## src/rtl/sram64kb_pkg.sv

```systemverilog
// Shared parameters, FSM states and bank decode for the 64 KB SRAM controller.
package sram64kb_pkg;
  localparam int NBANK   = 64;
  localparam int BANK_AW = 10;
  localparam int DW      = 8;
  localparam int BW      = $clog2(NBANK);
  localparam int AW      = BANK_AW + BW;

  typedef enum logic [2:0] {
    S_IDLE,
    S_SETUP,
    S_STROBE,
    S_HOLD,
    S_DONE
  } state_t;

  function automatic logic [NBANK-1:0] bank_sel_n(
    input logic [BW-1:0] bank
  );
    logic [NBANK-1:0] one;
    one    = '0;
    one[0] = 1'b1;
    return ~(one << bank);
  endfunction
endpackage

```

## src/rtl/sram64kb_rr_arb.sv

```systemverilog
// Two-way round-robin arbiter; the pointer only moves when a grant is taken.
module sram64kb_rr_arb (
  input  logic       CLK,
  input  logic       RST,
  input  logic [1:0] req,
  input  logic       adv,
  output logic [1:0] gnt,
  output logic       id
);
  logic last_q;
  logic last_d;
  logic win;

  always_comb begin
    if (req == 2'b11) win = ~last_q;
    else              win = req[1];
    gnt    = '0;
    last_d = last_q;
    if (adv && |req) begin
      gnt[win] = 1'b1;
      last_d   = win;
    end
  end

  // Starts at 1 so requester 0 wins the first tie.
  always_ff @(posedge CLK) begin
    if (RST) last_q <= 1'b1;
    else     last_q <= last_d;
  end

  assign id = win;
endmodule

```

## src/rtl/sram64kb_ctrl.sv

```systemverilog
// Two-port request controller for the 64-bank SRAM array:
// arbitrates, decodes bank selects and sequences setup/strobe/hold/done.
module sram64kb_ctrl
  import sram64kb_pkg::*;
(
  input  logic               CLK,
  input  logic               RST,
  input  logic               REQ0,
  input  logic               REQ1,
  input  logic               WE0,
  input  logic               WE1,
  input  logic [AW-1:0]      ADDR0,
  input  logic [AW-1:0]      ADDR1,
  input  logic [DW-1:0]      WDATA0,
  input  logic [DW-1:0]      WDATA1,
  output logic               GNT0,
  output logic               GNT1,
  output logic               DONE0,
  output logic               DONE1,
  output logic [DW-1:0]      RDATA,
  output logic               BUSY,
  output logic [BANK_AW-1:0] MEM_ADDR,
  output logic               MEM_CE,
  output logic               MEM_WEB,
  output logic [NBANK-1:0]   MEM_OEB,
  output logic [NBANK-1:0]   MEM_CSB,
  output logic [DW-1:0]      MEM_IDATA,
  input  logic [DW-1:0]      MEM_ODATA
);
  state_t         state_q, state_d;
  logic [AW-1:0]  addr_q,  addr_d;
  logic           we_q,    we_d;
  logic [DW-1:0]  wdata_q, wdata_d;
  logic [DW-1:0]  rdata_q, rdata_d;
  logic           id_q,    id_d;
  logic           adv;
  logic [1:0]     gnt;
  logic           win;
  logic [NBANK-1:0] sel_n;

  assign adv = !RST &&
    (state_q == S_IDLE || state_q == S_DONE);

  sram64kb_rr_arb u_arb (
    .CLK (CLK),
    .RST (RST),
    .req ({REQ1, REQ0}),
    .adv (adv),
    .gnt (gnt),
    .id  (win)
  );

  always_ff @(posedge CLK) begin
    if (RST) begin
      state_q <= S_IDLE;
      addr_q  <= '0;
      we_q    <= 1'b0;
      wdata_q <= '0;
      rdata_q <= '0;
      id_q    <= 1'b0;
    end else begin
      state_q <= state_d;
      addr_q  <= addr_d;
      we_q    <= we_d;
      wdata_q <= wdata_d;
      rdata_q <= rdata_d;
      id_q    <= id_d;
    end
  end

  always_comb begin
    state_d = state_q;
    addr_d  = addr_q;
    we_d    = we_q;
    wdata_d = wdata_q;
    rdata_d = rdata_q;
    id_d    = id_q;
    unique case (state_q)
      S_IDLE, S_DONE: begin
        if (|gnt) begin
          state_d = S_SETUP;
          addr_d  = win ? ADDR1  : ADDR0;
          we_d    = win ? WE1    : WE0;
          wdata_d = win ? WDATA1 : WDATA0;
          id_d    = win;
        end else begin
          state_d = S_IDLE;
        end
      end
      S_SETUP:  state_d = S_STROBE;
      S_STROBE: state_d = S_HOLD;
      S_HOLD: begin
        state_d = S_DONE;
        if (!we_q) rdata_d = MEM_ODATA;
      end
      default: state_d = S_IDLE;
    endcase
  end

  always_comb begin
    sel_n   = bank_sel_n(addr_q[AW-1:BANK_AW]);
    MEM_CE  = 1'b0;
    MEM_WEB = 1'b1;
    MEM_CSB = '1;
    MEM_OEB = '1;
    DONE0   = 1'b0;
    DONE1   = 1'b0;
    BUSY    = (state_q != S_IDLE);
    unique case (state_q)
      S_SETUP, S_STROBE, S_HOLD: begin
        MEM_CE  = (state_q == S_STROBE);
        MEM_WEB = ~we_q;
        MEM_CSB = sel_n;
        if (!we_q) MEM_OEB = sel_n;
      end
      S_DONE: begin
        DONE0 = ~id_q;
        DONE1 = id_q;
      end
      default: ;
    endcase
  end

  assign GNT0      = gnt[0];
  assign GNT1      = gnt[1];
  assign RDATA     = rdata_q;
  assign MEM_ADDR  = addr_q[BANK_AW-1:0];
  assign MEM_IDATA = wdata_q;
endmodule

```

## config.mk

```make
export PLATFORM = sky130hd
export DESIGN_NAME = sram64kb_ctrl
export DESIGN_NICKNAME = d
export VERILOG_FILES = /design/src/rtl/sram64kb_pkg.sv /design/src/rtl/sram64kb_rr_arb.sv /design/src/rtl/sram64kb_ctrl.sv
export SDC_FILE = /design/constraint.sdc
export NUM_CORES = 1
export LEC_CHECK = 0
export CAP_MARGIN = 20
export CORE_MARGIN = 5
export CORE_UTILIZATION = 31
export DETAILED_ROUTE_END_ITERATION = 16
export MAX_ROUTING_LAYER = met4
export PLACE_DENSITY = 0.81
export SLEW_MARGIN = 15
export SYNTH_ARGS = -nofsm -noshare
export SYNTH_HDL_FRONTEND = slang
export SYNTH_SLANG_ARGS = --single-unit
```

## constraint.sdc

```tcl
create_clock -name CLK -period 2.7 [get_ports CLK]
set_input_delay 0.81 -clock CLK [delete_from_list [all_inputs] [get_ports CLK]]
set_output_delay 0.81 -clock CLK [all_outputs]
set_load 0.005 [all_outputs]
```

# [Word level (Yosys, flattened, before mapping)]
# Index checks and enable logic that the tools add are counted.
# W data, S select, Z words.
[word_totals] inputBits=62 elab_cells=48 output_inout_bits=161 ff_bits=38
[classes] n_reduce_logical=13 n_lt_le_gt_ge=2 shift=1 bitwise_logic=4 eq_ne=5 muxes=16
[op_table] cell="$mux W64" n=3
[op_table] cell="$not A64 Y64" n=1
[op_table] cell="$shl A1 B6 Y64 const A" n=1
[op_table] cell="$mux W16" n=1
[op_table] cell="$pmux W3 S4" n=1
[op_table] cell="$mux W1" n=8
[op_table] cell="$mux W8" n=1
[op_table] cell="$eq A3 B2 Y1 const B" n=2
[op_table] cell="$reduce_or A2 Y1" n=3
[op_table] cell="$reduce_and A2 Y1" n=2
[op_table] cell="$eq A3 B1 Y1 const B" n=1
[op_table] cell="$eq A3 B3 Y1 const B" n=1
[op_table] cell="$logic_and A1 B1 Y1" n=3
[op_table] cell="$logic_not A3 Y1" n=1
[op_table] cell="$not A1 Y1" n=3
[op_table] cell="$reduce_bool A3 Y1" n=1
[op_table] cell="$reduce_or A3 Y1" n=1
[op_table] cell="$eq A2 B2 Y1 const B" n=1
[op_table] cell="$lt A1 B2 Y1 const B" n=1
[op_table] cell="$mux W2" n=1
[op_table] cell="$demux W1 S1" n=1
[op_table] cell="$ge A1 B1 Y1 const B" n=1
[op_table] cell="$logic_not A1 Y1" n=1
[op_table] cell="$logic_or A1 B1 Y1" n=1

# [Logic depth before layout (Yosys ltp)]
# Gate-level depths: netlist (run 1).
[depth] word_depth=10 mapped_depth=5 ltp_nobuf=3

# [Hierarchy]
# Synthesis (run 1) repeated with hierarchy kept, for this count alone.
[hier_totals] hier_cells=356 hier_area_um2=2532.4
[modules_own_cells] module="sram64kb_ctrl" n_inst=1 area_each_um2=2468.6 seq_area_each_um2=740.7 cells_each=348
[modules_own_cells] module="sram64kb_rr_arb" n_inst=1 area_each_um2=63.8 seq_area_each_um2=20.0 cells_each=8

# [Worst setup path after synthesis (run 1)]
# No wires, ideal clock.
[synth_path] path_kind="input-to-output" startpoint="input REQ0" endpoint="output GNT0" path_buffers=1 t_arrival_ns=1.710 cell_stages=3 required_ns=1.890 path_slack_ns=0.180 path_cell_list="or3b_4 > nor3b_4 > buf_6"
[synth_via] elab_chain_cells=7 word_cells_on_any_way=10 cone_classes="order compare (2); eq/ne (1); mux (4); reduce/logical (3)"
[synth_rtl] element="from (decl)" line="sram64kb_ctrl.sv:8" text="input logic REQ0,"
[synth_rtl] element="$eq A2 B2 Y1" line="sram64kb_rr_arb.sv:15" text="if (req == 2'b11) win = ~last_q;"
[synth_rtl] element="$mux W1" line="sram64kb_rr_arb.sv:15"
[synth_rtl] element="$lt A1 B2 Y1 (not written as such) / $ge A1 B1 Y1 (equally long branches)" line="sram64kb_rr_arb.sv:20" text="gnt[win] = 1'b1;"
[synth_rtl] element="$logic_and A1 B1 Y1 (not written as such)" line="sram64kb_rr_arb.sv:20"
[synth_rtl] element="$mux W1 (not written as such)" line="sram64kb_rr_arb.sv:20"
[synth_rtl] element="$demux W1 S1"
[synth_rtl] element="$mux W2 *" line="sram64kb_rr_arb.sv:19" text="if (adv && |req) begin"
[synth_rtl] element="to (decl)" line="sram64kb_ctrl.sv:16" text="output logic GNT0,"
# Mark *: on every way between the ends. The rest lies on a longest branch, timed or not.

# [Worst setup path after layout (run 1)]
[layout_path] startpoint="register state_q[2]" endpoint="output MEM_CSB[18]"
[layout_via] elab_chain_cells=3 word_cells_on_any_way=5 cone_classes="eq/ne (3); mux (1); reduce/logical (1)"
[layout_rtl] element="from (decl)" line="sram64kb_ctrl.sv:30" text="state_t state_q, state_d;"
[layout_rtl] element="from (signal assigned)" line="sram64kb_ctrl.sv:62" text="state_q <= state_d;"
[layout_rtl] element="$eq A3 B2 Y1 / $eq A3 B1 Y1 (equally long branches)" line="sram64kb_ctrl.sv:109" text="unique case (state_q)"
[layout_rtl] element="$reduce_or A3 Y1 *" line="sram64kb_ctrl.sv:109"
[layout_rtl] element="$mux W64 *" line="sram64kb_ctrl.sv:109"
[layout_rtl] element="to (decl)" line="sram64kb_ctrl.sv:26" text="output logic [NBANK-1:0] MEM_CSB,"
# Marked as above.

==> summary.txt, run 1 <==
Static Leak: 1.99 nW
Register area share after synthesis: 0.311
Vias per cell: 5.02
Final HPWL DP: 8970 um
RSZ-0062 raised after global routing: true
Fin Hold WS: 0.499 ns
Mapped Cells: 341
FMAX: 376 MHz
Layout fillers: 606
Post-synth EDFFs: 0
Synthesized cell area: 2440 sq um
Largest net degree at the start of global routing: 28
GR Util All Layers: 0.222
Total gr overflow: 0
Main synth FF type: dfxtp_1
WL/cell: 17.8 um
Clock Path Buffers: 2
Chip width: 98.8 um
Worst reg2reg path endpoint: we_q
Setup Total Neg Slack: 0 ns
# rows: 32
Synth warn: 0
Root Driver: clkbuf_8
Final Net Count: 658
Post-Syn Nets: 403
Commonest non-fill, non-tap cell in the layout: clkdlybuf4s50_1
Critical Path AT: 1.85 ns
Hold Path Sink: MEM_IDATA[4]
Crit-path cells: o21bai_4, buf_6, nor3_4, buf_12, nand2_1, clkdlybuf4s50_1
Yosys cell types: 40
Final Skew: 0.00807 ns
Switching pwr: 0.000834 W
Ys async rst share: 0
Remaining DRCs: 0
Final setup fails: 0
Initial DRT Pass Iterations: 5
Number of port buffers: 222
CTS tree: yes
Avg Inst Size Synth: 7.17 sq um
CP Launch Type: flop
# H-tree levels: 2
Max Cap Viol: 0
Clock Sinks: 38
Crit Path Max Fanout: 16
Minimum clock period: 2.66 ns
Die height: 98.8 um
Worst Hold Depth: 1
Core area: 7690 sq um
Worst Setup SP: state_q[2]
Period utilisation layout: 0.986
Number of global-route vias before repair: 3,361
Min-delay worst type: flop to flop
Routed wire length: 12,500 um
Ant diodes: 0
Reg clk slew, reported paths: 0.08 ns
Pwr Total: 0.00236 W
GPL Wtd Cong: 0.869
R2r setup slk: 0.96 ns
Worst r2r src: state_q[0]
Sequential power share: 0.307
Critical Path End Type: output port
CTS Buf Count: 5
Final Hold Fails: 0
Clk_lat worst skew: 0.29 ns
CP Class: flop to output port
First-pass GRT wire length: 17,400 um
Area added between synthesis and finish: 127%
Hold Buf Count CTS: 0
Hold_sp: MEM_IDATA[4]
Boundary Pins: 223
Measured slew at the worst slew-check pin: 0.862 ns
Worst reg2reg path depth: 5
Antenna-violating nets left: 0
Most frequent cells in the layout: 136 x clkdlybuf4s50_1, 133 x nand2_1, 82 x dlymetal6s2s_1
Critical Path RT: 1.89 ns
Flops & latches, synth: 38
Peak VDD IR: 0.000663 V
Max_slew headroom: 0.425
Internal: 0.00152 W
Share of cells above drive strength 1: 0.191
Initial antenna violation count: 0
Clock share of power: 0.203
Switch share: 0.354
CP max-delay cell: clkdlybuf4s50_1
DIE AREA: 9760 sq um
Buf/Inv on CP: 3
Combinational share of power: 0.490
Initial Utilization: 0.318
DR vias: 3,512
Final Max Tran Viols: 0
CP peak stage delay: 0.44 ns
Power density cells: 426 nW/um^2
Outcome: finished clean
Worst path top cell family by delay: buffers and inverters
DR iter-0 viols: 169
==> worst max-delay path by stage <==
| stage | to | slack (ns) | cells past startpoint |
|---|---|---|---|
| global route | MEM_CSB[9] | -0.04 | 5 |
| floorplan | GNT0 | 0.18 | 3 |
| detailed placement | GNT0 | -0.57 | 4 |
| CTS | MEM_OEB[44] | 0.002 | 6 |
| finish | MEM_CSB[18] | 0.04 | 6 |
| global placement | GNT0 | -0.58 | 4 |
==> cell families after synthesis <==
logic type,Yosys count,synth area share
mux,8,0.0328
xor+xnor,1,0.00358
flops,38,0.311
compound gates,38,0.136
simple gates,223,0.443
buf+inv,33,0.0732
==> what timing repair did <==
action                                  4_1_cts  5_1_grt
endpoints found under the setup margin       94      116
gates resized for setup                      20      108
gates cloned                                  0        3
setup buffers                                 8       11
hold endpoints to repair                      0        0
pin swaps                                     6        1
==> worst reg2reg max path, cell delays in order, from the launching register on <==
cell,delay [ns]
dfxtp_2,0.34
buf_4,0.17
or3b_4,0.42
nor3b_4,0.26
buf_4,0.29
a221o_2,0.19
==> area by class of cell <==
type	instances	area, sq um	area share
multi-input cells	270	1590	0.287
repair buffers	279	2930	0.530
flip-flops and latches	38	769	0.139
inverters	2	7.51	0.00136
clock buffers	5	68.8	0.0124
clock inverters	3	40.0	0.00723
well taps	102	128	0.0231
==> per-layer routing <==
layer	vias up	global-route usage	part of all wire
met4	0	0.0441	0.0071
met5	-	-	0
li1	1663	-	-
met1	1661	0.242	0.36
met2	182	0.400	0.52
met3	6	0.0665	0.11
==> per-stage QoR <==
stage | worst slack (ns) | cells | util | cell area, sq um
finish | 0.0387 | 699 | 0.720 | 5540
global route | -0.0351 | 699 | 0.720 | 5540
CTS | 0.00172 | 685 | 0.670 | 5150
detailed placement | -0.569 | 669 | 0.637 | 4890
global placement | -0.581 | 669 | 0.637 | 4890
floorplan | 0.180 | 341 | - | 2440
==> synth_stat cells (2+ instances only) <==
master    count  share of area
a31oi_1       7          0.018
nand4b_1      7          0.025
dfxtp_1      38           0.31
clkbuf_1     11          0.017
o21ai_0       7          0.014
a221o_1       3          0.012
a221o_2      15          0.069
nand2_1     133           0.20
a21oi_1       2         0.0041
nand3_1       7          0.014
nor2_1       23          0.035
buf_2         8          0.016
mux2i_1       8          0.033
and3_1       19          0.049
nor3_1        7          0.014
buf_4        10          0.031
nor3_2        6          0.025
nor3b_1       2         0.0061
nand2b_1      6          0.015
nor4bb_1      2         0.0082
==> power groups by stage <==
stage               registers [W]  clock network (W)  logic (W)
global route             0.000735           0.000511    0.00123
detailed placement       0.000728                  0   0.000941
floorplan                0.000714                  0   0.000476
finish                   0.000724           0.000478    0.00116
global placement         0.000723                  0   0.000918
CTS                      0.000718           0.000485    0.00105
==> registers in the layout (all words and copies together), names as in the netlist <==
name,flops
addr_q,16
MEM_IDATA,8
RDATA,8
state_q,3
id_q,1
u_arb.last_q,1
we_q,1
(Power assumes the default switching activity.)
==> inputs of run 2 (changes only) <==
Settings changed: CORE_MARGIN 5 to default, CORE_UTILIZATION 31 to 34, PLACE_DENSITY 0.81 to 0.88.
Clock period 2.7 ns to 3.2 ns, I/O delays scaled along.
==> run 2 against run 1 <==
Net effect:
- core utilization shrank 0.49 points
- worst hold slack got worse by 0.0027 ns
- highest routed layer unchanged
- critical endpoint is now MEM_OEB[5]
- clock skew down 0.0033 ns
- final area is 11% lower
==> summary.txt, run 2 (synthesis results as in run 1) <==
Critical Path RT: 2.24 ns
Initial Utilization: 0.356
Layout fillers: 528
Largest net degree at the start of global routing: 28
Sequential power share: 0.362
Total gr overflow: 0
Clock Path Buffers: 2
RSZ-0062 raised after global routing: false
Vias per cell: 5.02
Ant diodes: 0
Root Driver: clkbuf_8
Outcome: finished clean
Min-delay worst type: flop to flop
Pwr Total: 0.00172 W
Period utilisation layout: 0.940
Switch share: 0.369
GPL Wtd Cong: 0.807
Crit Path Max Fanout: 8
R2r setup slk: 1.36 ns
FMAX: 332 MHz
Routed wire length: 10,400 um
CTS tree: yes
DIE AREA: 7530 sq um
Storage cell area: 761 sq um
Measured slew at the worst slew-check pin: 0.853 ns
# H-tree levels: 2
Internal: 0.00109 W
Reg clk slew, reported paths: 0.08 ns
Area added between synthesis and finish: 101%
CP Launch Type: flop
Final HPWL DP: 7910 um
Switching pwr: 0.000634 W
Hold Buf Count CTS: 0
Final Hold Fails: 0
GR Util All Layers: 0.273
Remaining DRCs: 0
Power density cells: 350 nW/um^2
Die height: 86.8 um
Final Skew: 0.00482 ns
Clock Sinks: 38
Final setup fails: 0
Final Net Count: 627
Clock share of power: 0.185
Share of cells above drive strength 1: 0.124
First-pass GRT wire length: 15,700 um
Chip width: 86.8 um
CTS Buf Count: 5
Largest register FFs: 16
DR iter-0 viols: 145
Core area: 6870 sq um
# rows: 30
Final Max Tran Viols: 0
Static Leak: 1.80 nW
Initial antenna violation count: 0
Critical Path AT: 2.05 ns
Antenna-violating nets left: 0
Commonest non-fill, non-tap cell in the layout: clkdlybuf4s50_1
Minimum clock period: 3.01 ns
Initial DRT Pass Iterations: 4
Peak VDD IR: 0.000344 V
Number of port buffers: 222
DR vias: 3,316
Combinational share of power: 0.452
Critical Path End Type: output port
Most frequent cells in the layout: 217 x clkdlybuf4s50_1, 133 x nand2_1, 38 x dfxtp_1
Placed insts: 653
Boundary Pins: 223
Max_slew headroom: 0.431
WL/cell: 15.8 um
Largest Register: addr_q
Setup Total Neg Slack: 0 ns
Clk_lat worst skew: 0.29 ns
CP Class: flop to output port
Area occupied by multi-input gates: 1540 sq um
Non-Filler Instances: 661
Number of global-route vias before repair: 3,123
Max Cap Viol: 0
run 2: worst paths after layout:
check,start,endpoint,cells past startpoint
worst max register to register,state_q[0],MEM_IDATA[2],4
worst min register to register,addr_q[8],addr_q[8],1
worst min-delay path,addr_q[8],addr_q[8],1
worst max-delay path,addr_q[12],MEM_OEB[5],4
run 2: worst max-delay path, cell delays in order (launching register included):
cell and delay [ns]:
dfxtp_1 0.50, nand2b_1 0.18, nor3_2 0.49, nand2_1 0.10
clkdlybuf4s50_1 0.48
run 2: final cells by class:
type | instances | share of cell area
sequential | 38 | 0.155
clock inverter | 2 | 0.00204
tap | 96 | 0.0245
inverter | 2 | 0.00153
clock buffer | 5 | 0.0140
timing repair buffer | 248 | 0.490
multi-input combinational | 270 | 0.313
run 2: metal layers:
metal,part of all wire,GRT usage,up-vias
met5,0,-,-
met4,0.023,0.100,0
met3,0.071,0.0581,21
met2,0.52,0.508,166
met1,0.39,0.281,1529
li1,-,-,1600
run 2: power groups by stage:
| stage | registers [W] | clock network [W] | logic (W) |
|---|---|---|---|
| floorplan | 0.000603 | 0 | 0.000402 |
| global placement | 0.000626 | 0 | 0.000751 |
| detailed placement | 0.000628 | 0 | 0.000770 |
| CTS | 0.000621 | 0.000323 | 0.000774 |
| global route | 0.000631 | 0.000341 | 0.000836 |
| finish | 0.000623 | 0.000319 | 0.000778 |
run 2: through the flow:
| step | utilization | area [sq um] | hold slack (ns) | setup WS (ns) |
|---|---|---|---|---|
| 3_5_place_dp | 0.702 | 4820 | 0.477 | -0.408 |
| 3_3_place_gp | 0.702 | 4820 | 0.471 | -0.386 |
| 4_1_cts | 0.714 | 4910 | 0.499 | 0.0263 |
| 6_report | 0.715 | 4910 | 0.496 | 0.192 |
| 2_1_floorplan | - | 2440 | 0.456 | 0.380 |
| 5_1_grt | 0.715 | 4910 | 0.505 | 0.0411 |
run 2: repair_timing:
item	CTS	global route
setup endpoints to repair	18	8
gates resized for setup	10	1
pin swaps	1	0
setup buffers	1	0
==> inputs of run 3 (changes only) <==
Clock period 3.2 ns to 3.7 ns, I/O delays scaled along.
==> run 3 against run 2 <==
Net effect:
- global-route usage is 0.98 points higher
- clock skew is 0.0053 ns higher
- clock power grew 13%
- first-iteration DRC count down 15%
- sequential share of layout area about the same
- setup slack got worse by 0.12 ns
- critical path depth unchanged
- critical endpoint is now GNT0
==> summary.txt, run 3 (synthesis results as in run 1) <==
Static Leak: 1.78 nW
Ant diodes: 0
Clock Path Buffers: 2
Final HPWL DP: 8130 um
Die height: 86.8 um
Commonest non-fill, non-tap cell in the layout: clkdlybuf4s50_1
Pre-CTS setup slack: -0.188 ns
CP Class: input port to output port
Largest register FFs: 16
# rows: 30
Fin Hold WS: 0.498 ns
Crit Path Max Fanout: 2
Measured slew at the worst slew-check pin: 0.973 ns
Final core area utilization: 0.717
GR Util All Layers: 0.283
Setup Total Neg Slack: 0 ns
Final setup fails: 0
DR vias: 3,369
GPL Wtd Cong: 0.805
Number of global-route vias before repair: 3,268
First-pass GRT wire length: 16,100 um
Switching pwr: 0.000541 W
Pwr Total: 0.00156 W
DR iter-0 viols: 123
Switch share: 0.347
# H-tree levels: 2
Max_slew headroom: 0.347
Critical Path RT: 2.59 ns
Worst Slack Setup Final: 0.0671 ns
FMAX: 275 MHz
Hold Buf Count CTS: 0
Clock Sinks: 38
Number of port buffers: 222
Antenna-violating nets left: 0
Combinational share of power: 0.416
Critical Path AT: 2.52 ns
Clock share of power: 0.232
Remaining DRCs: 0
Sequential power share: 0.352
Final Hold Fails: 0
Vias per cell: 5.11
Final Skew: 0.0101 ns
Critical Path End Type: output port
Max Cap Viol: 0
Routed wire length: 10,700 um
Power density cells: 316 nW/um^2
Clk_lat worst skew: 0.29 ns
CTS Buf Count: 5
Final Max Tran Viols: 0
WL/cell: 16.3 um
Initial DRT Pass Iterations: 4
Total gr overflow: 0
Area added between synthesis and finish: 102%
Root Driver: clkbuf_8
Final Net Count: 625
Largest Register: addr_q
RSZ-0062 raised after global routing: false
CTS tree: yes
Boundary Pins: 223
Share of cells above drive strength 1: 0.114
Core area: 6870 sq um
Internal: 0.00102 W
Min-delay worst type: flop to flop
R2r setup slk: 1.78 ns
Period utilisation layout: 0.982
Chip width: 86.8 um
Initial Utilization: 0.356
Largest net degree at the start of global routing: 28
Initial antenna violation count: 0
Most frequent cells in the layout: 221 x clkdlybuf4s50_1, 133 x nand2_1, 38 x dfxtp_1
Outcome: finished clean
CP Launch Type: input port
Reg clk slew, reported paths: 0.08 ns
DIE AREA: 7530 sq um
Minimum clock period: 3.63 ns
Peak VDD IR: 0.000292 V
run 3: through the flow:
stage               cells  instance area (sq um)
global placement      651                   4810
detailed placement    651                   4810
global route          659                   4920
floorplan             341                   2440
finish                659                   4920
CTS                   659                   4920
run 3: repair_timing:
item / 4_1_cts / 5_1_grt
hold endpoints to repair: 0 / 0
endpoints found under the setup margin: 1 / 0
resized for setup: 1 / 0
buffers inserted: 1 / 0
run 3: worst paths after layout:
kind | to | from | depth (start not counted)
worst max-delay path | GNT0 | REQ0 | 4
worst min-delay path | addr_q[6] | addr_q[6] | 1
worst max register to register | addr_q[15] | state_q[0] | 3
worst min register to register | addr_q[6] | addr_q[6] | 1
run 3: per-layer routing:
layer | vias to the layer above | wire (um) | track usage
met5 | - | 0 | -
met4 | 0 | 215 | 0.0955
met3 | 24 | 749 | 0.0552
met2 | 170 | 5710 | 0.528
met1 | 1575 | 4040 | 0.296
li1 | 1600 | - | -
run 3: area by class of cell:
class | count | area, sq um
timing repair buffer | 246 | 2400
fill | 555 | 1940
multi-input combinational | 270 | 1520
sequential | 38 | 761
tap | 96 | 120
clock buffer | 6 | 82.6
clock inverter | 1 | 30.0
inverter | 2 | 7.51
run 3: power by group through the flow:
stage / Combinational [W] / Sequential (W) / Clock (W)
final: 0.000649 / 0.000549 / 0.000361
after global routing: 0.000696 / 0.000558 / 0.000380
after CTS: 0.000648 / 0.000547 / 0.000363
after detailed placement: 0.000643 / 0.000554 / 0
after global placement: 0.000627 / 0.000551 / 0
after floorplan: 0.000347 / 0.000521 / 0
run 3: worst max-delay path, stage by stage:
cell and delay, ns:
clkdlybuf4s50_1 0.47, or3b_4 0.40, nor3b_4 0.27, dlygate4sd2_1 0.27
